`config.mk`:
```
export PLATFORM = sky130hd
export DESIGN_NAME = alarm_clock_multi_flat
export DESIGN_NICKNAME = d
export VERILOG_FILES = /design/src/rtl/alarm_clock_multi_pkg.sv /design/src/rtl/alarm_clock_multi_if.sv /design/src/rtl/alarm_clock_multi_alarm_chan.sv /design/src/rtl/alarm_clock_multi.sv /design/src/flat_wrapper.sv
export SDC_FILE = /design/constraint.sdc
export NUM_CORES = 1
export LEC_CHECK = 0
export CAP_MARGIN = 40
export CELL_PAD_IN_SITES_DETAIL_PLACEMENT = 1
export CELL_PAD_IN_SITES_GLOBAL_PLACEMENT = 1
export CORE_MARGIN = 5
export CORE_UTILIZATION = 35
export CTS_BUF_LIST = sky130_fd_sc_hd__clkbuf_16
export CTS_CLUSTER_SIZE = 16
export DETAILED_ROUTE_END_ITERATION = 7
export PLACE_DENSITY = 0.67
export SYNTH_ARGS = -nofsm -noshare
export SYNTH_HDL_FRONTEND = slang
export SYNTH_HIERARCHICAL = 1
export SYNTH_SLANG_ARGS = --single-unit
```
`constraint.sdc`:
```
create_clock -name Pulse -period 2.9 [get_ports Pulse]
set_input_delay 0.29 -clock Pulse [delete_from_list [all_inputs] [get_ports Pulse]]
set_output_delay 0.29 -clock Pulse [all_outputs]
set_load 0.02 [all_outputs]
```
`src/rtl/alarm_clock_multi_pkg.sv`:
```
// Shared constants and types for the multi-channel alarm clock core.
package clock_pkg;
  localparam int C_NS = 60;
  localparam int C_NH = 24;
  localparam int C_ND = 7;
  localparam int C_NA = 4;
  localparam int C_NR = 60;
  localparam int C_NZ = 300;
  localparam int C_W  = 7;

  typedef enum logic [1:0] {
    IDLE = 2'd0,
    RING = 2'd1,
    SNZ  = 2'd2
  } ring_state_t;

  typedef logic [C_W-1:0] time_t;
endpackage

```
`src/rtl/alarm_clock_multi_if.sv`:
```
// Control/status bundle between the alarm clock core and its front panel.
interface alarm_clock_multi_if #(
  parameter int NA = 4,
  parameter int W  = 7,
  parameter int ND = 7
);
  localparam int AW = $clog2(NA);
  localparam int DW = $clog2(ND);

  logic          Timeset;
  logic          Alarmset;
  logic          Minadv;
  logic          Hrsadv;
  logic          Dayadv;
  logic          Alarmon;
  logic [NA-1:0] Aen;
  logic [AW-1:0] Asel;
  logic          Snooze;
  logic [W-1:0]  TSec;
  logic [W-1:0]  TMin;
  logic [W-1:0]  THrs;
  logic [DW-1:0] TDay;
  logic [W-1:0]  DMin;
  logic [W-1:0]  DHrs;
  logic          Buzz;
  logic [NA-1:0] Aact;

  modport master (
    output Timeset, Alarmset, Minadv, Hrsadv, Dayadv, Alarmon, Aen, Asel, Snooze,
    input  TSec, TMin, THrs, TDay, DMin, DHrs, Buzz, Aact
  );

  modport slave (
    input  Timeset, Alarmset, Minadv, Hrsadv, Dayadv, Alarmon, Aen, Asel, Snooze,
    output TSec, TMin, THrs, TDay, DMin, DHrs, Buzz, Aact
  );
endinterface

```
`src/rtl/alarm_clock_multi_alarm_chan.sv`:
```
// One alarm channel: minute/hour registers with non-carrying advance and a time match flag.
module alarm_chan #(
  parameter int NS = 60,
  parameter int NH = 24,
  parameter int W  = 7
) (
  input  logic         clk,
  input  logic         rst,
  input  logic         i_adv_min,
  input  logic         i_adv_hrs,
  input  logic [W-1:0] i_tmin,
  input  logic [W-1:0] i_thrs,
  output logic [W-1:0] o_amin,
  output logic [W-1:0] o_ahrs,
  output logic         o_match
);
  logic [W-1:0] r_amin;
  logic [W-1:0] r_ahrs;

  always_ff @(posedge clk) begin
    if (rst) begin
      r_amin <= '0;
      r_ahrs <= '0;
    end else begin
      if (i_adv_min) r_amin <= (r_amin == W'(NS-1)) ? '0 : r_amin + 1'b1;
      if (i_adv_hrs) r_ahrs <= (r_ahrs == W'(NH-1)) ? '0 : r_ahrs + 1'b1;
    end
  end

  assign o_amin  = r_amin;
  assign o_ahrs  = r_ahrs;
  assign o_match = (i_tmin == r_amin) && (i_thrs == r_ahrs);
endmodule

```
`src/rtl/alarm_clock_multi.sv`:
```
// Time-of-day/day-of-week clock with NA alarm channels, timed ring and optional snooze.
// Optional feature: define SNOOZE_EN to build the SNZ state and snooze counter.
module alarm_clock_multi
  import clock_pkg::*;
#(
  parameter int NS = C_NS,
  parameter int NH = C_NH,
  parameter int ND = C_ND,
  parameter int NA = C_NA,
  parameter int NR = C_NR,
  parameter int NZ = C_NZ,
  parameter int W  = C_W
) (
  input logic               Pulse,
  input logic               Reset,
  alarm_clock_multi_if.slave bus
);
  localparam int AW  = $clog2(NA);
  localparam int DW  = $clog2(ND);
  localparam int RCW = (NR > 1) ? $clog2(NR) : 1;

  logic [W-1:0]  r_sec, r_min, r_hrs;
  logic [DW-1:0] r_day;
  logic          w_sec_wrap, w_min_wrap, w_hrs_wrap, w_day_wrap, w_aset;

  assign w_sec_wrap = (r_sec == W'(NS-1));
  assign w_min_wrap = (r_min == W'(NS-1));
  assign w_hrs_wrap = (r_hrs == W'(NH-1));
  assign w_day_wrap = (r_day == DW'(ND-1));
  assign w_aset     = bus.Alarmset & ~bus.Timeset;

  always_ff @(posedge Pulse) begin
    if (Reset) begin
      r_sec <= '0;
      r_min <= '0;
      r_hrs <= '0;
      r_day <= '0;
    end else if (bus.Timeset) begin
      if (bus.Minadv) r_min <= w_min_wrap ? '0 : r_min + 1'b1;
      if (bus.Hrsadv) r_hrs <= w_hrs_wrap ? '0 : r_hrs + 1'b1;
      if (bus.Dayadv) r_day <= w_day_wrap ? '0 : r_day + 1'b1;
    end else begin
      r_sec <= w_sec_wrap ? '0 : r_sec + 1'b1;
      if (w_sec_wrap) begin
        r_min <= w_min_wrap ? '0 : r_min + 1'b1;
        if (w_min_wrap) begin
          r_hrs <= w_hrs_wrap ? '0 : r_hrs + 1'b1;
          if (w_hrs_wrap) r_day <= w_day_wrap ? '0 : r_day + 1'b1;
        end
      end
    end
  end

  logic [NA-1:0] w_match, w_trig, w_adv_min, w_adv_hrs;
  logic [W-1:0]  w_amin [NA];
  logic [W-1:0]  w_ahrs [NA];

  for (genvar i = 0; i < NA; i++) begin : g_chan
    assign w_adv_min[i] = w_aset & bus.Minadv & (bus.Asel == AW'(i));
    assign w_adv_hrs[i] = w_aset & bus.Hrsadv & (bus.Asel == AW'(i));
    alarm_chan #(.NS(NS), .NH(NH), .W(W)) u_chan (
      .clk      (Pulse),
      .rst      (Reset),
      .i_adv_min(w_adv_min[i]),
      .i_adv_hrs(w_adv_hrs[i]),
      .i_tmin   (r_min),
      .i_thrs   (r_hrs),
      .o_amin   (w_amin[i]),
      .o_ahrs   (w_ahrs[i]),
      .o_match  (w_match[i])
    );
    // Compare uses the pre-edge time, so ring starts one Pulse after hh:mm:00 appears
    assign w_trig[i] = bus.Aen[i] & bus.Alarmon & ~bus.Timeset & (r_sec == '0) & w_match[i];
  end

  ring_state_t    r_state, w_state_nxt;
  logic [RCW-1:0] r_rcnt, w_rcnt_nxt;
  logic [NA-1:0]  r_aact, w_aact_nxt;
  logic           r_buzz, w_buzz_nxt;
`ifdef SNOOZE_EN
  localparam int ZCW = (NZ > 1) ? $clog2(NZ) : 1;
  logic [ZCW-1:0] r_scnt, w_scnt_nxt;
`else
  logic w_unused_snooze;
  assign w_unused_snooze = bus.Snooze;
`endif

  always_ff @(posedge Pulse) begin
    if (Reset) begin
      r_state <= IDLE;
      r_rcnt  <= '0;
      r_aact  <= '0;
      r_buzz  <= 1'b0;
`ifdef SNOOZE_EN
      r_scnt  <= '0;
`endif
    end else begin
      r_state <= w_state_nxt;
      r_rcnt  <= w_rcnt_nxt;
      r_aact  <= w_aact_nxt;
      r_buzz  <= w_buzz_nxt;
`ifdef SNOOZE_EN
      r_scnt  <= w_scnt_nxt;
`endif
    end
  end

  always_comb begin
    w_state_nxt = r_state;
    w_rcnt_nxt  = r_rcnt;
    w_aact_nxt  = r_aact;
`ifdef SNOOZE_EN
    w_scnt_nxt  = r_scnt;
`endif
    if (!bus.Alarmon) begin
      w_state_nxt = IDLE;
      w_rcnt_nxt  = '0;
      w_aact_nxt  = '0;
`ifdef SNOOZE_EN
      w_scnt_nxt  = '0;
`endif
    end else begin
      case (r_state)
        RING: begin
`ifdef SNOOZE_EN
          if (bus.Snooze) begin
            w_state_nxt = SNZ;
            w_scnt_nxt  = ZCW'(NZ-1);
          end else
`endif
          if (r_rcnt == RCW'(NR-1)) begin
            w_state_nxt = IDLE;
            w_rcnt_nxt  = '0;
            w_aact_nxt  = '0;
          end else begin
            w_rcnt_nxt = r_rcnt + 1'b1;
            w_aact_nxt = r_aact | w_trig;
          end
        end
`ifdef SNOOZE_EN
        SNZ: begin
          if (|w_trig || r_scnt == '0) begin
            w_state_nxt = RING;
            w_rcnt_nxt  = '0;
            w_aact_nxt  = r_aact | w_trig;
          end else begin
            w_scnt_nxt = r_scnt - 1'b1;
          end
        end
`endif
        default: begin
          if (|w_trig) begin
            w_state_nxt = RING;
            w_rcnt_nxt  = '0;
            w_aact_nxt  = w_trig;
          end
        end
      endcase
    end
  end

  always_comb begin
    w_buzz_nxt = (w_state_nxt == RING);
  end

  always_comb begin
    bus.DMin = r_min;
    bus.DHrs = r_hrs;
    if (w_aset) begin
      bus.DMin = w_amin[bus.Asel];
      bus.DHrs = w_ahrs[bus.Asel];
    end
  end

  assign bus.TSec = r_sec;
  assign bus.TMin = r_min;
  assign bus.THrs = r_hrs;
  assign bus.TDay = r_day;
  assign bus.Buzz = r_buzz;
  assign bus.Aact = r_aact;
endmodule

```
`src/flat_wrapper.sv`:
```
// flat-port wrapper written by rule: the top's interface ports become plain ports
module alarm_clock_multi_flat import clock_pkg::*;
#(
  parameter int NS = C_NS,
  parameter int NH = C_NH,
  parameter int ND = C_ND,
  parameter int NA = C_NA,
  parameter int NR = C_NR,
  parameter int NZ = C_NZ,
  parameter int W  = C_W
)
  (Pulse, Reset, bus_Timeset, bus_Alarmset, bus_Minadv, bus_Hrsadv, bus_Dayadv, bus_Alarmon, bus_Aen, bus_Asel, bus_Snooze, bus_TSec, bus_TMin, bus_THrs, bus_TDay, bus_DMin, bus_DHrs, bus_Buzz, bus_Aact);
  alarm_clock_multi_if #(.NA(NA), .W(W), .ND(ND)) bus_i ();
  input logic Pulse;
  input logic Reset;
  input wire logic [$bits(bus_i.Timeset)-1:0] bus_Timeset;
  input wire logic [$bits(bus_i.Alarmset)-1:0] bus_Alarmset;
  input wire logic [$bits(bus_i.Minadv)-1:0] bus_Minadv;
  input wire logic [$bits(bus_i.Hrsadv)-1:0] bus_Hrsadv;
  input wire logic [$bits(bus_i.Dayadv)-1:0] bus_Dayadv;
  input wire logic [$bits(bus_i.Alarmon)-1:0] bus_Alarmon;
  input wire logic [$bits(bus_i.Aen)-1:0] bus_Aen;
  input wire logic [$bits(bus_i.Asel)-1:0] bus_Asel;
  input wire logic [$bits(bus_i.Snooze)-1:0] bus_Snooze;
  output wire logic [$bits(bus_i.TSec)-1:0] bus_TSec;
  output wire logic [$bits(bus_i.TMin)-1:0] bus_TMin;
  output wire logic [$bits(bus_i.THrs)-1:0] bus_THrs;
  output wire logic [$bits(bus_i.TDay)-1:0] bus_TDay;
  output wire logic [$bits(bus_i.DMin)-1:0] bus_DMin;
  output wire logic [$bits(bus_i.DHrs)-1:0] bus_DHrs;
  output wire logic [$bits(bus_i.Buzz)-1:0] bus_Buzz;
  output wire logic [$bits(bus_i.Aact)-1:0] bus_Aact;
  assign bus_i.Timeset = bus_Timeset;
  assign bus_i.Alarmset = bus_Alarmset;
  assign bus_i.Minadv = bus_Minadv;
  assign bus_i.Hrsadv = bus_Hrsadv;
  assign bus_i.Dayadv = bus_Dayadv;
  assign bus_i.Alarmon = bus_Alarmon;
  assign bus_i.Aen = bus_Aen;
  assign bus_i.Asel = bus_Asel;
  assign bus_i.Snooze = bus_Snooze;
  assign bus_TSec = bus_i.TSec;
  assign bus_TMin = bus_i.TMin;
  assign bus_THrs = bus_i.THrs;
  assign bus_TDay = bus_i.TDay;
  assign bus_DMin = bus_i.DMin;
  assign bus_DHrs = bus_i.DHrs;
  assign bus_Buzz = bus_i.Buzz;
  assign bus_Aact = bus_i.Aact;
  alarm_clock_multi #(.NS(NS), .NH(NH), .ND(ND), .NA(NA), .NR(NR), .NZ(NZ), .W(W)) u_core (.Pulse(Pulse), .Reset(Reset), .bus(bus_i));
endmodule
```
# After elaboration in Yosys (flattened, before gate mapping)

Cells that the tools add are included.

RAM bits: 0
Output and inout bits: 43
Logic and storage cells: 147
Flip-flop bits (word level): 93
Bits in latches: 0
ROM bits: 0
Memories kept: 0

Multipliers: 0
Multiplexer cells: 42
Reductions and logical operators: 15
Shift operators: 0
Order comparisons: 1
Divide/modulo/power cells: 0
Bitwise operators: 31
Equal/unequal tests: 29
Add/subtract/negate cells: 13

Operator list:

| operator                                              | count |
|---|---|
| 2-to-1 mux 7 bit                                      | 24 |
| adder 7 x 1 -> 7 bit, second input constant           | 11 |
| equality test 7 bit                                   | 8 |
| equality test 7 x 6 -> 1 bit, second input constant   | 6 |
| equality test 7 x 5 -> 1 bit, second input constant   | 5 |
| binary-select mux 7 bit (select 2 bit)                | 2 |
| bitwise AND 1 bit                                     | 27 |
| 2-to-1 mux 3 bit                                      | 6 |
| 2-to-1 mux 6 bit                                      | 3 |
| 2-to-1 mux 4 bit                                      | 3 |
| 2-to-1 mux 2 bit                                      | 4 |
| nonzero test 2 bit                                    | 4 |
| logical NOT 7 bit                                     | 1 |
| adder 6 x 1 -> 6 bit, second input constant           | 1 |
| equality test 2 x 1 -> 1 bit, second input constant   | 3 |
| equality test 6 bit, second input constant            | 1 |
| inequality test 2 x 1 -> 1 bit, second input constant | 3 |
| equality test 2 bit, second input constant            | 2 |
| logical AND 1 bit                                     | 4 |
| OR 4 bit                                              | 1 |
| AND reduction 4 bit                                   | 1 |
| OR reduction 4 bit                                    | 1 |
| adder 3 x 1 -> 3 bit, second input constant           | 1 |
| equality test 3 bit, second input constant            | 1 |
| 7 further kinds                                       | 8 |

# Depth between registers and ports, before layout

Gate-level depths: netlist (run 1).

Word-level depth: 9
Depth in mapped cells: 9

# Hierarchy

Netlist (run 1), hierarchy kept.

By module, submodules not included:

| module            | times used | area an instance (um^2) | sequential area each (um^2) | cells each |
|---|---|---|---|---|
| alarm_chan        | 4          | 792.0                   | 280.3                       | 85 |
| alarm_clock_multi | 1          | 2567.5                  | 740.7                       | 295 |

# Least setup slack after synthesis (run 1)

OpenSTA, ideal clock, no wires.

Path kind: input-to-reg
Start point: input port bus_Asel[1]
End point: register u_core.g_chan[2].u_chan.r_amin[6]
Data arrival time: 2210 ps
Cell stages on the path: 7
Path buffers: 2
Setup slack: 569 ps
Path through: clkbuf_1 > clkbuf_1 > nand2_1 > nor3_1 > nand2_2 > nor3_1 > mux2_2

Longest elaborated chain between the ends: 2

Ends and longest elaborated chain:

| element                       | line                               | source |
|---|---|---|
| start: declaration            | flat_wrapper.sv:23                 | `input wire logic [$bits(bus_i.Asel)-1:0] bus_Asel;` |
| equality test 2 bit           | alarm_clock_multi.sv:59            | `assign w_adv_min[i] = w_aset & bus.Minadv & (bus.Asel == AW'(i));` |
| bitwise AND 1 bit             | alarm_clock_multi.sv:59            |  |
| named net u_core.w_adv_min[2] | alarm_clock_multi.sv:54            | `logic [NA-1:0] w_match, w_trig, w_adv_min, w_adv_hrs;` |
| end signal: assignment        | alarm_clock_multi_alarm_chan.sv:25 | `if (i_adv_min) r_amin <= (r_amin == W'(NS-1)) ? '0 : r_amin + 1'b1;` |
| end: declaration              | alarm_clock_multi_alarm_chan.sv:17 | `logic [W-1:0] r_amin;` |

The timed path passes the listed nets, and every way through them passes these cells.
A chain may end at the register's enable or synchronous reset.

# Final worst setup path (run 1)

Start point: register u_core.r_min[4], in the netlist u_core/bus.TMin[4]
End point: register u_core.r_rcnt[3]

Longest elaborated chain between the ends: 5

Ends and longest elaborated chain:

| element                             | line                               | source |
|---|---|---|
| start: declaration                  | alarm_clock_multi.sv:22            | `logic [W-1:0] r_sec, r_min, r_hrs;` |
| start signal: assignment            | alarm_clock_multi.sv:39            | `if (bus.Minadv) r_min <= w_min_wrap ? '0 : r_min + 1'b1;` |
| start signal: assignment            | alarm_clock_multi.sv:45            | `r_min <= w_min_wrap ? '0 : r_min + 1'b1;` |
| equality test 7 bit                 | alarm_clock_multi_alarm_chan.sv:32 | `assign o_match = (i_tmin == r_amin) && (i_thrs == r_ahrs);` |
| logical AND 1 bit                   | alarm_clock_multi_alarm_chan.sv:32 |  |
| named net u_core.w_match[1]         | alarm_clock_multi.sv:54            |  |
| bitwise AND 1 bit                   | alarm_clock_multi.sv:73            | `assign w_trig[i] = bus.Aen[i] & bus.Alarmon & ~bus.Timeset & (r_sec == '0) & w_match[i];` |
| OR reduction 4 bit                  | alarm_clock_multi.sv:152           | `if (\|w_trig) begin` |
| nonzero test 2 bit (no source line) | n/a                                |  |
| end signal: assignment              | alarm_clock_multi.sv:99            | `r_rcnt <= w_rcnt_nxt;` |
| end: declaration                    | alarm_clock_multi.sv:77            | `logic [RCW-1:0] r_rcnt, w_rcnt_nxt;` |

The timed path passes the listed nets, and every way through them passes these cells.

==> results by stage, run 1 <==
Clock tree:
- The number of instances resized during post-cts repair is 0.
- The maximum buffer depth of the clock tree is 2.
- The cts-stage hold buffer count is 0.
- After clock tree synthesis, the clock-pin slew on the worst setup and hold paths is about 70 ps.
- The count of buffers added by post-CTS timing repair for setup is 0.
- The number of buffers inserted during clock tree synthesis is 9.
- The number of sinks on the clock net is 93.
- Clock latency on the worst-skew pair, taken at its later pin, is around 360 ps.
- The clock tree from TritonCTS is yes.
- The clock tree synthesis step divided the H-tree into 3 levels.
- The root buffer selected by CTS is sky130_fd_sc_hd__clkbuf_16.

Final layout:
- The number of fillers in the final layout is 1886.
- Leaving out fill and tap cells, the most frequent cells in the layout are 93 x sky130_fd_sc_hd__dfxtp_1, 73 x sky130_fd_sc_hd__nand2_1, 71 x sky130_fd_sc_hd__xnor2_1, 64 x sky130_fd_sc_hd__nor2_1, 55 x sky130_fd_sc_hd__clkdlybuf4s50_1.
- The post-route cell area is 6960 um^2.
- 0 antenna diodes ended up in the layout.
- The finished layout holds ~930 standard cells, fillers aside.
- For this run, the post-layout net count is 738.
- The fraction of layout cells with a size suffix above 1 is 0.143.
- Compared with the post-synthesis result, the final layout area differs by 21.3%.
- Measured on the finished design, the core utilization comes to 0.435.
- The library cell used most frequently in the layout, excluding fill and tap cells, is sky130_fd_sc_hd__dfxtp_1.

Worst setup path:
- By instance count, the cell type seen most on the critical path is sky130_fd_sc_hd__buf_4.
- The origin of the critical flop-to-flop path is u_core/bus.TMin[4]$_SDFFE_PP0P_.
- The required time at the endpoint of the critical path is between 3000 and 4000 ps.
- The slowest cell on the critical path is sky130_fd_sc_hd__dfxtp_1.
- The number of buffers and inverters on the critical path is 2.
- The delay of the slowest cell on the worst path is about 660 ps.
- The maximum fanout along the worst path is 10.
- At the worst endpoint, the arrival time is between 2000 and 3000 ps.
- The critical path launch point type is a flop.
- The beginning of the critical path is u_core/bus.TMin[4]$_SDFFE_PP0P_.
- The worst setup path is of the flop to flop kind.
- Among cell families on the critical path, the largest total delay comes from flip-flops.
- The critical path endpoint category is a flop.
- The signal on the critical path passes through xnor2_1 -> nand4_1 -> nor4_1 -> buf_4 -> a22o_1 -> o211ai_2 -> buf_4 -> a22oi_1 -> a211oi_1.

Logic synthesis:
- The register bit count reported by yosys is 93.
- The netlist area before placement is 5740 um^2.
- The net count after synthesis is about 660.
- Yosys mapped a number of flops with a built-in enable equal to 0.
- Each instance of the synthesized netlist takes up on average ~9 um^2.
- The count of unique library cells instantiated by Yosys is 69.
- Synthesis produced a netlist whose cell count is 635.
- For this run, the leading register cell type out of synthesis is sky130_fd_sc_hd__dfxtp_1.
- The post-synthesis async set-or-reset flop share is 0.
- During synthesis, Yosys emitted a total of 6 warnings.
- The fraction of the yosys area taken by sequential cells is 0.325.

Routing:
- The number of vias per cell after detailed routing is about 5.5.
- The DRC violation count after routing is 0.
- Before antenna repair, the detailed router went through 4 iterations.
- For this block, the routed nets add up to around 18000 um of wire.
- The overall via count from detail_route is between 5000 and 6000.
- The number of routed nets with antenna violations is 0.
- After the first detailed-routing iteration, the DRC count stood at around 290.
- The mean routed wirelength per cell is about 19 um.

Timing:
- Dividing the final minimum period by the clock period gives 0.909.
- The final-report setup violation count is 0.
- For the pin with the worst max-slew slack, the measured transition is between 500 and 600 ps.
- After routing, the total negative slack on setup checks comes to 0 ps.
- The worst-case setup margin in the final layout is between 200 and 300 ps.
- The final critical path time including I/O delays and setup is between 2000 and 3000 ps.
- The total count of hold-check failures in the final report is 0.
- The number of max-slew violations in the final report was 0.
- Setup repair after global routing left no endpoint under its margin.
- The post-route clock skew is approximately 11 ps.
- In this run the tightest slew margin relative to its limit is 0.632.
- The highest attainable clock frequency is approximately 380 MHz.

Floorplan:
- During I/O placement, the number of pins put on the boundary was 58.
- The row count is 46.
- The die area is between 15000 and 20000 um^2.
- The initial core utilization is 0.358.
- The die is between 100 and 150 um tall.
- The total area inside the core boundary comes to 16000 um^2.
- The die is approximately 140 um wide.

GRT:
- The overall global routing resource usage is 0.187.
- Global routing finished with a remaining overflow of 0.
- The first global-routing pass estimated approximately 29000 um of wire.
- The via count of the first global-routing pass is 5237.
- The initial antenna violation count is 1.
- Entering global routing, the biggest net connects 38 pins.

Place:
- Once placement completed, the tool counted placed cells totaling between 900 and 1000.
- The sum of net half-perimeters after detailed placement is between 10000 and 15000 um.
- The final weighted congestion in routability-driven placement is a little under 0.9.
- At the placement stage, the worst setup path has a slack of 300 ps.
- The cell area reported after detailed placement is around 6700 um^2.
- The number of buffers inserted by port buffering is 56.

Pwr:
- In this run the static leakage power is 2.36 nW.
- The worst-case vdd ir drop is 0.266 mV.
- The ratio of total power to cell area is 397 nW/um^2.

Job:
- The max-capacitance violation count is 0.

Outcome:
- The flow ran to the end, and the final reports show no timing, DRC or antenna violations.

Worst hold path:
- The start point of the worst min-delay path is Reset.
- The kind of path behind the tightest hold check is input pin to flop.
## through the flow
step	power [mW]	hold slack, ps
after floorplan	1.51	359
after global placement	1.65	471
after detailed placement	1.66	486
after CTS	2.80	276
after global routing	2.88	286
final	2.76	296
## cells in the mapped netlist (3+ instances only)
cell,number,area (um^2)
sky130_fd_sc_hd__and4_1,3,26.3
sky130_fd_sc_hd__nand3_2,4,40.0
sky130_fd_sc_hd__o31ai_1,3,22.5
sky130_fd_sc_hd__ha_1,13,163
sky130_fd_sc_hd__mux2i_1,11,110
sky130_fd_sc_hd__clkbuf_2,4,20.0
sky130_fd_sc_hd__or4_1,4,30.0
sky130_fd_sc_hd__a32o_1,4,40.0
sky130_fd_sc_hd__a21oi_2,4,35.0
sky130_fd_sc_hd__nand4_1,26,163
sky130_fd_sc_hd__mux2_1,3,33.8
sky130_fd_sc_hd__o32ai_1,3,26.3
sky130_fd_sc_hd__nor4_1,5,31.3
sky130_fd_sc_hd__nand2_1,73,274
sky130_fd_sc_hd__nor3_1,12,60.1
sky130_fd_sc_hd__o41ai_4,4,110
sky130_fd_sc_hd__a31oi_1,3,18.8
sky130_fd_sc_hd__or4b_1,4,40.0
sky130_fd_sc_hd__xnor2_1,71,622
sky130_fd_sc_hd__or3_1,17,106
sky130_fd_sc_hd__dfxtp_1,93,1860
sky130_fd_sc_hd__and2_1,5,31.3
sky130_fd_sc_hd__o21ai_2,4,35.0
sky130_fd_sc_hd__o21ai_0,18,90.1
sky130_fd_sc_hd__nand4_2,4,50.1
sky130_fd_sc_hd__nor2_1,64,240
sky130_fd_sc_hd__nor4b_2,3,45.0
sky130_fd_sc_hd__a21oi_1,20,100
sky130_fd_sc_hd__nand2_2,4,25.0
sky130_fd_sc_hd__buf_2,4,20.0
sky130_fd_sc_hd__xor2_1,23,201
sky130_fd_sc_hd__nand3_1,25,125
sky130_fd_sc_hd__inv_1,17,63.8
sky130_fd_sc_hd__mux4_2,14,315
sky130_fd_sc_hd__nor2b_1,10,62.6
sky130_fd_sc_hd__nand2b_1,5,31.3
sky130_fd_sc_hd__mux2_2,4,45.0
sky130_fd_sc_hd__clkbuf_1,7,26.3
## sequential cells by signal, summed over array words and instances (netlist names), 3 cells and up
signal                       cells
u_core/g_chan.u_chan/o_ahrs     28
u_core/bus.THrs                  7
u_core/g_chan.u_chan/o_amin     28
u_core/bus.Aact                  4
u_core/bus.TDay                  3
u_core/bus.TSec                  7
u_core/r_rcnt                    6
u_core/bus.TMin                  7
## metal layers
metal	global-route usage	wire, um
met4	0.0712	402
met3	0.0279	669
met5	0	0
met2	0.300	8370
met1	0.254	8380
## power by group
group / switching, mW / internal [mW] / total, mW
Sequential: 0.0240 / 1.29 / 1.31
Clock: 0.553 / 0.585 / 1.14
Combinational: 0.174 / 0.139 / 0.312
Total: 0.751 / 2.01 / 2.76
## final timing paths
| kind | to | slack (ps) | cells past startpoint |
|---|---|---|---|
| hold / removal | u_core/bus.TSec[1]$_SDFFE_PP0N_ | 300 | 2 |
| setup reg to reg | u_core/r_rcnt[3]$_SDFFE_PP0P_ | 260 | 9 |
| setup / recovery | u_core/r_rcnt[3]$_SDFFE_PP0P_ | 260 | 9 |
| hold reg to reg | u_core/r_state[0]$_SDFF_PP0_ | 490 | 2 |
## layout make-up
type,instances,area [um^2],area share
clock buffer,9,225,0.0324
clock inverter,7,51.3,0.00737
inverter,19,71.3,0.0103
multi-input combinational,504,3710,0.533
sequential,93,1860,0.268
tap,216,270,0.0388
timing repair buffer,83,771,0.111
## cell families after synthesis
family / count (synthesis) / share of synthesized area
AOI/OAI and AO/OA: 89 / 0.129
buffers and inverters: 38 / 0.0292
DFF: 93 / 0.325
adders and majority gates: 13 / 0.0284
muxes: 32 / 0.0879
xor gates and xnor gates: 94 / 0.144
and+or+nand+nor: 276 / 0.257
(Power assumes the default switching activity.)
==> run 2, diff against run 1 <==
--- a/config.mk
+++ b/config.mk
@@ -6,7 +6,7 @@
 export NUM_CORES = 1
 export LEC_CHECK = 0
 export CAP_MARGIN = 40
-export CELL_PAD_IN_SITES_DETAIL_PLACEMENT = 1
+export CELL_PAD_IN_SITES_DETAIL_PLACEMENT = 0
 export CELL_PAD_IN_SITES_GLOBAL_PLACEMENT = 1
 export CORE_MARGIN = 5
 export CORE_UTILIZATION = 35
==> run 2 against run 1 <==
  * Clock-buffer cell count stayed put
  * Critical path depth is 3 lower
  * Sequential cell count stayed put
  * Total power is 1.7% higher
  * Largest power group unchanged
  * Utilization is 0.078 points higher
  * Combinational power hardly changed
  * Clock power is 4% higher
  * Highest routed layer unchanged
  * Sequential power hardly changed
  * Sequential share of layout area hardly changed
  * Die area stayed put
  * Setup slack better by 46 ps
==> results by stage, run 2 (synthesized netlist as in run 1, its figures left out) <==
Clock tree:
- The root buffer selected by CTS is sky130_fd_sc_hd__clkbuf_16.
- The clock transition at the registers of the reported paths came to 70 ps (about the same).
- The H-tree level count came to 3 (unchanged).
- The insertion delay to the later sink of the worst-skew pair is 360 ps (about the same).
- The count of buffers added by post-CTS timing repair for setup was 0 (unchanged).
- TritonCTS built the clock tree.
- The number of instances resized during post-cts repair is 0 (unchanged).
- The maximum buffer depth of the clock tree is 2 (unchanged).
- The number of buffers inserted during clock tree synthesis is 9 (unchanged).
- The cts-stage hold buffer count is 0 (unchanged).
- The number of sinks on the clock net was 93 (unchanged).

GRT:
- The total global routing overflow was 0 (unchanged).
- The overall global routing resource usage was 0.172 (-0.0148).
- The pin count of the biggest net entering global routing was 38 (unchanged).
- The first-pass GRT wire length was 26600 um (-8.1%).
- The via count of the first global-routing pass is 4790 (-8.5%).
- The initial antenna violation count is 0 (-1).

Final layout:
- The final-stage net count was 738 (unchanged).
- The post-route cell area is 6970 um^2 (+0.18%).
- The number of fillers in the final layout is 1636 (-13%).
- Leaving out fill and tap cells, the most frequent cells in the layout are 93 x sky130_fd_sc_hd__dfxtp_1, 73 x sky130_fd_sc_hd__nand2_1, 71 x sky130_fd_sc_hd__xnor2_1, 64 x sky130_fd_sc_hd__nor2_1, 55 x sky130_fd_sc_hd__clkdlybuf4s50_1.
- Compared with the post-synthesis result, the final layout area differs by 21.5%.
- The area of the multi-input gates is 3710 um^2 (unchanged).
- The final standard cell utilization of the core came to 0.436 (+0.000782).
- The commonest non-fill, non-tap cell in the layout is sky130_fd_sc_hd__dfxtp_1.
- The fraction of layout cells with a size suffix above 1 came to 0.141 (-0.00120).
- The number of antenna repair diodes is 0 (unchanged).
- The sequential standard cell area is 1860 um^2 (unchanged).

Place:
- The minimum setup slack after placement is 317 ps (+17.2 ps).
- The final weighted congestion in routability-driven placement is 0.869 (unchanged).
- The number of buffers inserted by port buffering was 56 (unchanged).
- The cell area reported after detailed placement came to 6680 um^2 (unchanged).
- The sum of net half-perimeters after detailed placement is 12300 um (-8.4%).

Timing:
- Setup repair after global routing left no endpoint under its margin.
- The final critical path time including I/O delays and setup was 2590 ps (-46.3 ps).
- The total count of hold-check failures in the final report is 0 (unchanged).
- The actual slew at the worst max-slew pin is 563 ps (+11.9 ps).
- The worst-case setup margin in the final layout is 310 ps (+46.3 ps).
- The number of max-slew violations in the final report came to 0 (unchanged).
- The final-report setup violation count is 0 (unchanged).
- The headroom to the max-slew limit is 0.624 (-0.00793).
- The post-route clock skew came to 10.5 ps (+0.00290 ps).
- The post-route fraction of the period consumed by the critical path is 0.893 (-0.0160).
- The highest attainable clock frequency is 386 MHz (+1.8%).
- The post-route setup TNS was 0 ps (unchanged).

Floorplan:
- The number of top-level design ports is 58 (unchanged).
- The overall die width is 138 um (unchanged).
- The row count was 46 (unchanged).
- The die area is 19000 um^2 (unchanged).
- The height of the die came to 138 um (unchanged).
- The placeable core region is 16000 um^2 (unchanged).
- The initial core utilization is 0.358 (unchanged).

Routing:
- Signal routing reaches up to met4.
- The mean routed wirelength per cell is 17.8 um (-6.9%).
- The number of routed nets with antenna violations came to 0 (unchanged).
- The DRC violation count after routing is 0 (unchanged).
- The overall via count from detail_route is 4976 (-2.2%).
- The met2 layer wire length in the routed design was 7660 um (-8.4%).
- The met3 layer wire length in the routed design is 948 um (+42%).
- The number of vias per cell after detailed routing was 5.35 (-2.1%).
- The number of design-rule violations left by the first detailed-router iteration is 360 (+26%).
- The count of TritonRoute iterations in the first routing pass is 4 (unchanged).
- The total routed wire length on the met1 layer is 7800 um (-6.9%).
- The final wirelength is 16600 um (-7.0%).

Pwr:
- The ratio of total power to cell area is 403 nW/um^2 (+1.5%).
- The worst-case vdd ir drop was 0.279 mV (+4.9%).
- The static leakage is 2.37 nW (+0.25%).

Outcome:
- The flow ran to the end, and the final reports show no timing, DRC or antenna violations.

Job:
- The max-capacitance violation count was 0 (unchanged).

Worst setup path:
- The category of the most critical setup path is input pin to output pin.
- The worst setup path is captured at an output pin.
- The required time at the endpoint of the critical path was 2610 ps (-530 ps).
- The maximum fanout along the worst path is 19 (+9).
- STA classifies the critical path startpoint as an input pin.
- The signal arrival time at the worst endpoint is 2300 ps (-570 ps).

Worst hold path:
- The kind of path behind the tightest hold check is input pin to flop.
## run 2: cell types whose count changed in the layout (fill, tap and decap cells not counted)
cell,previous run,this run
sky130_fd_sc_hd__bufinv_16,0,1
sky130_fd_sc_hd__clkinv_4,2,0
## run 2: final timing paths
path | cells past startpoint | from | to | slack, ps
max | 6 | bus_Asel[0] | bus_DMin[2] | 310
min | 2 | Reset | u_core/bus.TSec[1]$_SDFFE_PP0N_ | 310
max reg2reg | 9 | u_core/bus.TMin[4]$_SDFFE_PP0P_ | u_core/r_rcnt[3]$_SDFFE_PP0P_ | 340
min reg2reg | 2 | u_core/r_state[0]$_SDFF_PP0_ | u_core/r_state[0]$_SDFF_PP0_ | 490
## run 2: layout make-up
cell class | count | area share
flip-flops and latches | 93 | 0.267
well taps | 216 | 0.0388
repair buffers | 83 | 0.111
clock buffers | 9 | 0.0323
clock inverters | 6 | 0.00916
inverters | 19 | 0.0102
multi-input cells | 504 | 0.532
## run 2: worst max-delay path, cell delays in order
cell	delay (ps)
sky130_fd_sc_hd__clkdlybuf4s50_1	510
sky130_fd_sc_hd__buf_12	190
sky130_fd_sc_hd__mux4_2	520
sky130_fd_sc_hd__nand2_1	90
sky130_fd_sc_hd__o21ai_0	120
sky130_fd_sc_hd__clkdlybuf4s50_1	570
## run 2: stage by stage
| stage | hold WS (ps) | instances | total power, mW |
|---|---|---|---|
| floorplan | 359 | 635 | 1.51 |
| global placement | 471 | 915 | 1.65 |
| detailed placement | 484 | 915 | 1.65 |
| CTS | 307 | 930 | 2.84 |
| global route | 322 | 930 | 2.92 |
| finish | 313 | 930 | 2.81 |
## run 2: layer usage
| metal | vias up | GRT usage |
|---|---|---|
| li1 | 2435 | - |
| met1 | 2396 | 0.231 |
| met2 | 132 | 0.283 |
| met3 | 13 | 0.0424 |
| met4 | 0 | 0.0343 |
| met5 | - | 0 |
## run 2: power breakdown
| part | switching [mW] | internal [mW] |
|---|---|---|
| combinational | 0.171 | 0.138 |
| sequential | 0.0236 | 1.29 |
| clock | 0.524 | 0.663 |
| total | 0.718 | 2.09 |
==> run 3, diff against run 2 <==
--- a/config.mk
+++ b/config.mk
@@ -8,12 +8,12 @@
 export CAP_MARGIN = 40
 export CELL_PAD_IN_SITES_DETAIL_PLACEMENT = 0
 export CELL_PAD_IN_SITES_GLOBAL_PLACEMENT = 1
-export CORE_MARGIN = 5
-export CORE_UTILIZATION = 35
+export CORE_MARGIN = 1.5
+export CORE_UTILIZATION = 44
 export CTS_BUF_LIST = sky130_fd_sc_hd__clkbuf_16
 export CTS_CLUSTER_SIZE = 16
 export DETAILED_ROUTE_END_ITERATION = 7
-export PLACE_DENSITY = 0.67
+export PLACE_DENSITY = 0.81
 export SYNTH_ARGS = -nofsm -noshare
 export SYNTH_HDL_FRONTEND = slang
 export SYNTH_HIERARCHICAL = 1
==> run 3 against run 2 <==
  * Sequential power about the same
  * Clock-buffer cell count unchanged
  * Die area decreased by 28%
  * Utilization increased by 11 points
  * Routed wire length decreased by 7.2%
  * Clock power decreased by 4%
  * Sequential share of layout area increased by 0.26 points
  * Non-clock buffer count decreased by 1
  * Fmax decreased by 2.0%
  * Combinational power decreased by 3%
  * Cell area decreased by 0.95%
  * Critical path type is now flop to flop
==> results by stage, run 3 (synthesized netlist as in run 1, its figures left out) <==
Clock tree:
- The number of instances resized during post-cts repair is 0 (unchanged).
- The insertion delay to the later sink of the worst-skew pair is 360 ps (about the same).
- TritonCTS built the clock tree.
- The number of buffers inserted during clock tree synthesis was 9 (unchanged).
- The cts-stage hold buffer count is 0 (unchanged).
- The count of buffers added by post-CTS timing repair for setup was 0 (unchanged).
- The H-tree level count was 3 (unchanged).
- The maximum buffer depth of the clock tree is 2 (unchanged).
- Clock tree synthesis selected as its root buffer the cell sky130_fd_sc_hd__clkbuf_16.
- The number of sinks on the clock net is 93 (unchanged).
- The clock transition at the registers of the reported paths is 70 ps (about the same).

Timing:
- Setup repair after global routing left no endpoint under its margin.
- The highest attainable clock frequency is 378 MHz (-2.0%).
- The total count of hold-check failures in the final report was 0 (unchanged).
- The final-report setup violation count is 0 (unchanged).
- The number of max-slew violations in the final report is 0 (unchanged).
- The post-route setup TNS came to 0 ps (unchanged).
- The post-route clock skew came to 11.4 ps (+0.838 ps).
- The post-route fraction of the period consumed by the critical path is 0.912 (+0.0185).
- The headroom to the max-slew limit is 0.650 (+0.0259).
- The final critical path time including I/O delays and setup came to 2640 ps (+53.6 ps).
- The actual slew at the worst max-slew pin is 520 ps (-42.9 ps).

Pwr:
- The design internal power is 2.02 mW (-3.6%).
- The combinational share of power is 0.109 (about the same).
- The switching power of the nets is 0.740 mW (+3.1%).
- The static leakage was 2.36 nW (-0.28%).
- The sequential fraction of design power is 0.476 (+0.009).
- The switching share of power is 0.269 (+0.0129).
- The relative contribution of the clock network to total power is 0.415 (-0.008).
- The worst-case vdd ir drop is 0.228 mV (-18%).
- The ratio of total power to cell area is 399 nW/um^2 (-0.96%).

Place:
- The cell area reported after detailed placement came to 6620 um^2 (-0.86%).
- The number of buffers inserted by port buffering was 56 (unchanged).
- The sum of net half-perimeters after detailed placement came to 11500 um (-7.2%).
- The final weighted congestion in routability-driven placement is 0.915 (+5.3%).

Final layout:
- The area of the multi-input gates is 3710 um^2 (unchanged).
- The number of fillers in the final layout is 1190 (-27%).
- The post-route cell area was 6900 um^2 (-0.95%).
- The sequential standard cell area was 1860 um^2 (unchanged).
- The signed area change from the synthesized netlist to the final layout is 20.4%.
- The number of antenna repair diodes is 0 (unchanged).
- The commonest non-fill, non-tap cell in the layout is sky130_fd_sc_hd__dfxtp_1.
- The fraction of layout cells with a size suffix above 1 came to 0.139 (-0.00280).
- In the layout the commonest cells are 93 x sky130_fd_sc_hd__dfxtp_1, 73 x sky130_fd_sc_hd__nand2_1, 71 x sky130_fd_sc_hd__xnor2_1, 64 x sky130_fd_sc_hd__nor2_1, 56 x sky130_fd_sc_hd__clkdlybuf4s50_1.
- The final standard cell utilization of the core is 0.545 (+0.109).
- The final-stage net count is 737 (-0.14%).

Floorplan:
- The height of the die is 117 um (-15%).
- The number of top-level design ports came to 58 (unchanged).
- The placeable core region is 12700 um^2 (-21%).
- The initial core utilization is 0.453 (+0.0942).
- The overall die width is 117 um (-15%).
- The row count is 41 (-11%).
- The die area is 13700 um^2 (-28%).

Outcome:
- The flow ran to the end, and the final reports show no timing, DRC or antenna violations.

Routing:
- The number of design-rule violations left by the first detailed-router iteration is 268 (-26%).
- The met3 layer wire length in the routed design was 703 um (-26%).
- The number of routed nets with antenna violations is 0 (unchanged).
- The final wirelength was 15400 um (-7.2%).
- The total routed wire length on the met1 layer is 7250 um (-7.0%).
- The count of TritonRoute iterations in the first routing pass is 4 (unchanged).
- The number of vias per cell after detailed routing is 5.57 (+4.1%).
- The overall via count from detail_route is 4937 (-0.78%).
- The DRC violation count after routing is 0 (unchanged).
- The mean routed wirelength per cell is 17.4 um (-2.6%).
- The met2 layer wire length in the routed design is 7050 um (-8.1%).
- The uppermost layer routed is met4.

Worst hold path:
- The kind of path behind the tightest hold check is flop to flop.
- The hold path depth came to 2 (unchanged).

GRT:
- The first-pass GRT wire length is 25000 um (-5.9%).
- The via count of the first global-routing pass is 4805 (+0.31%).
- The overall global routing resource usage is 0.238 (+0.0664).
- The total global routing overflow was 0 (unchanged).
- The pin count of the biggest net entering global routing is 27 (-29%).
- The initial antenna violation count is 0 (unchanged).

Worst setup path:
- The delay of the slowest cell on the worst path is 620 ps (+50 ps).
- The slowest cell on the critical path is sky130_fd_sc_hd__dfxtp_1.
- The critical path goes through xnor2_1 -> nand4_1 -> nor4_1 -> buf_4 -> a22o_1 -> o211ai_2 -> nand2b_4 -> a32o_1.
- The worst-case reg-to-reg path depth is 8 (-1).
- The required time at the endpoint of the critical path was 3150 ps (+540 ps).
- The signal arrival time at the worst endpoint is 2890 ps (+590 ps).
- The maximum fanout along the worst path came to 10 (-9).
- STA classifies the critical path endpoint as a flop.
- The category of the most critical setup path is flop to flop.
- The critical path launch point type is a flop.

Job:
- The max-capacitance violation count was 0 (unchanged).
-- run 3: power groups by stage --
stage               clock network, mW  logic (mW)  registers [mW]
CTS                              1.17       0.301            1.31
floorplan                           0       0.163            1.35
global route                     1.22       0.326            1.31
finish                           1.14       0.301            1.31
global placement                    0       0.294            1.34
detailed placement                  0       0.299            1.34
-- run 3: final cells by class --
type,instances,share of cell area
clock buffer,9,0.0326
clock inverter,7,0.00798
inverter,19,0.0103
multi-input combinational,504,0.537
sequential,93,0.270
tap,172,0.0312
timing repair buffer,82,0.111
-- run 3: routing by layer --
layer  GRT usage  vias to the layer above
met4       0.103                        0
met5           0                        -
met1       0.326                     2356
li1            -                     2434
met2       0.376                      124
met3      0.0350                       23
-- run 3: worst max-delay path: cells and delay by family, from the launching register on --
| kind | cells | cell delay [ps] |
|---|---|---|
| and+or+nand+nor | 3 | 870 |
| buffers and inverters | 1 | 210 |
| DFF | 1 | 620 |
| AOI/OAI and AO/OA | 3 | 650 |
| xor gates and xnor gates | 1 | 180 |
-- run 3: final timing paths --
| kind | start | endpoint | slack (ps) |
|---|---|---|---|
| min reg2reg | u_core/r_state[0]$_SDFF_PP0_ | u_core/r_state[0]$_SDFF_PP0_ | 490 |
| min | u_core/r_state[0]$_SDFF_PP0_ | u_core/r_state[0]$_SDFF_PP0_ | 490 |
| max | u_core/bus.TMin[6]$_SDFFE_PP0P_ | u_core/bus.Aact[2]$_SDFFE_PP0P_ | 260 |
| max reg2reg | u_core/bus.TMin[6]$_SDFFE_PP0P_ | u_core/bus.Aact[2]$_SDFFE_PP0P_ | 260 |
-- run 3: per-stage QoR --
step	instances	power (mW)	hold WS (ps)	worst slack, ps
floorplan	635	1.51	359	569
global placement	870	1.64	472	319
detailed placement	870	1.64	481	316
CTS	886	2.78	490	290
global route	886	2.86	517	105
finish	886	2.76	486	257
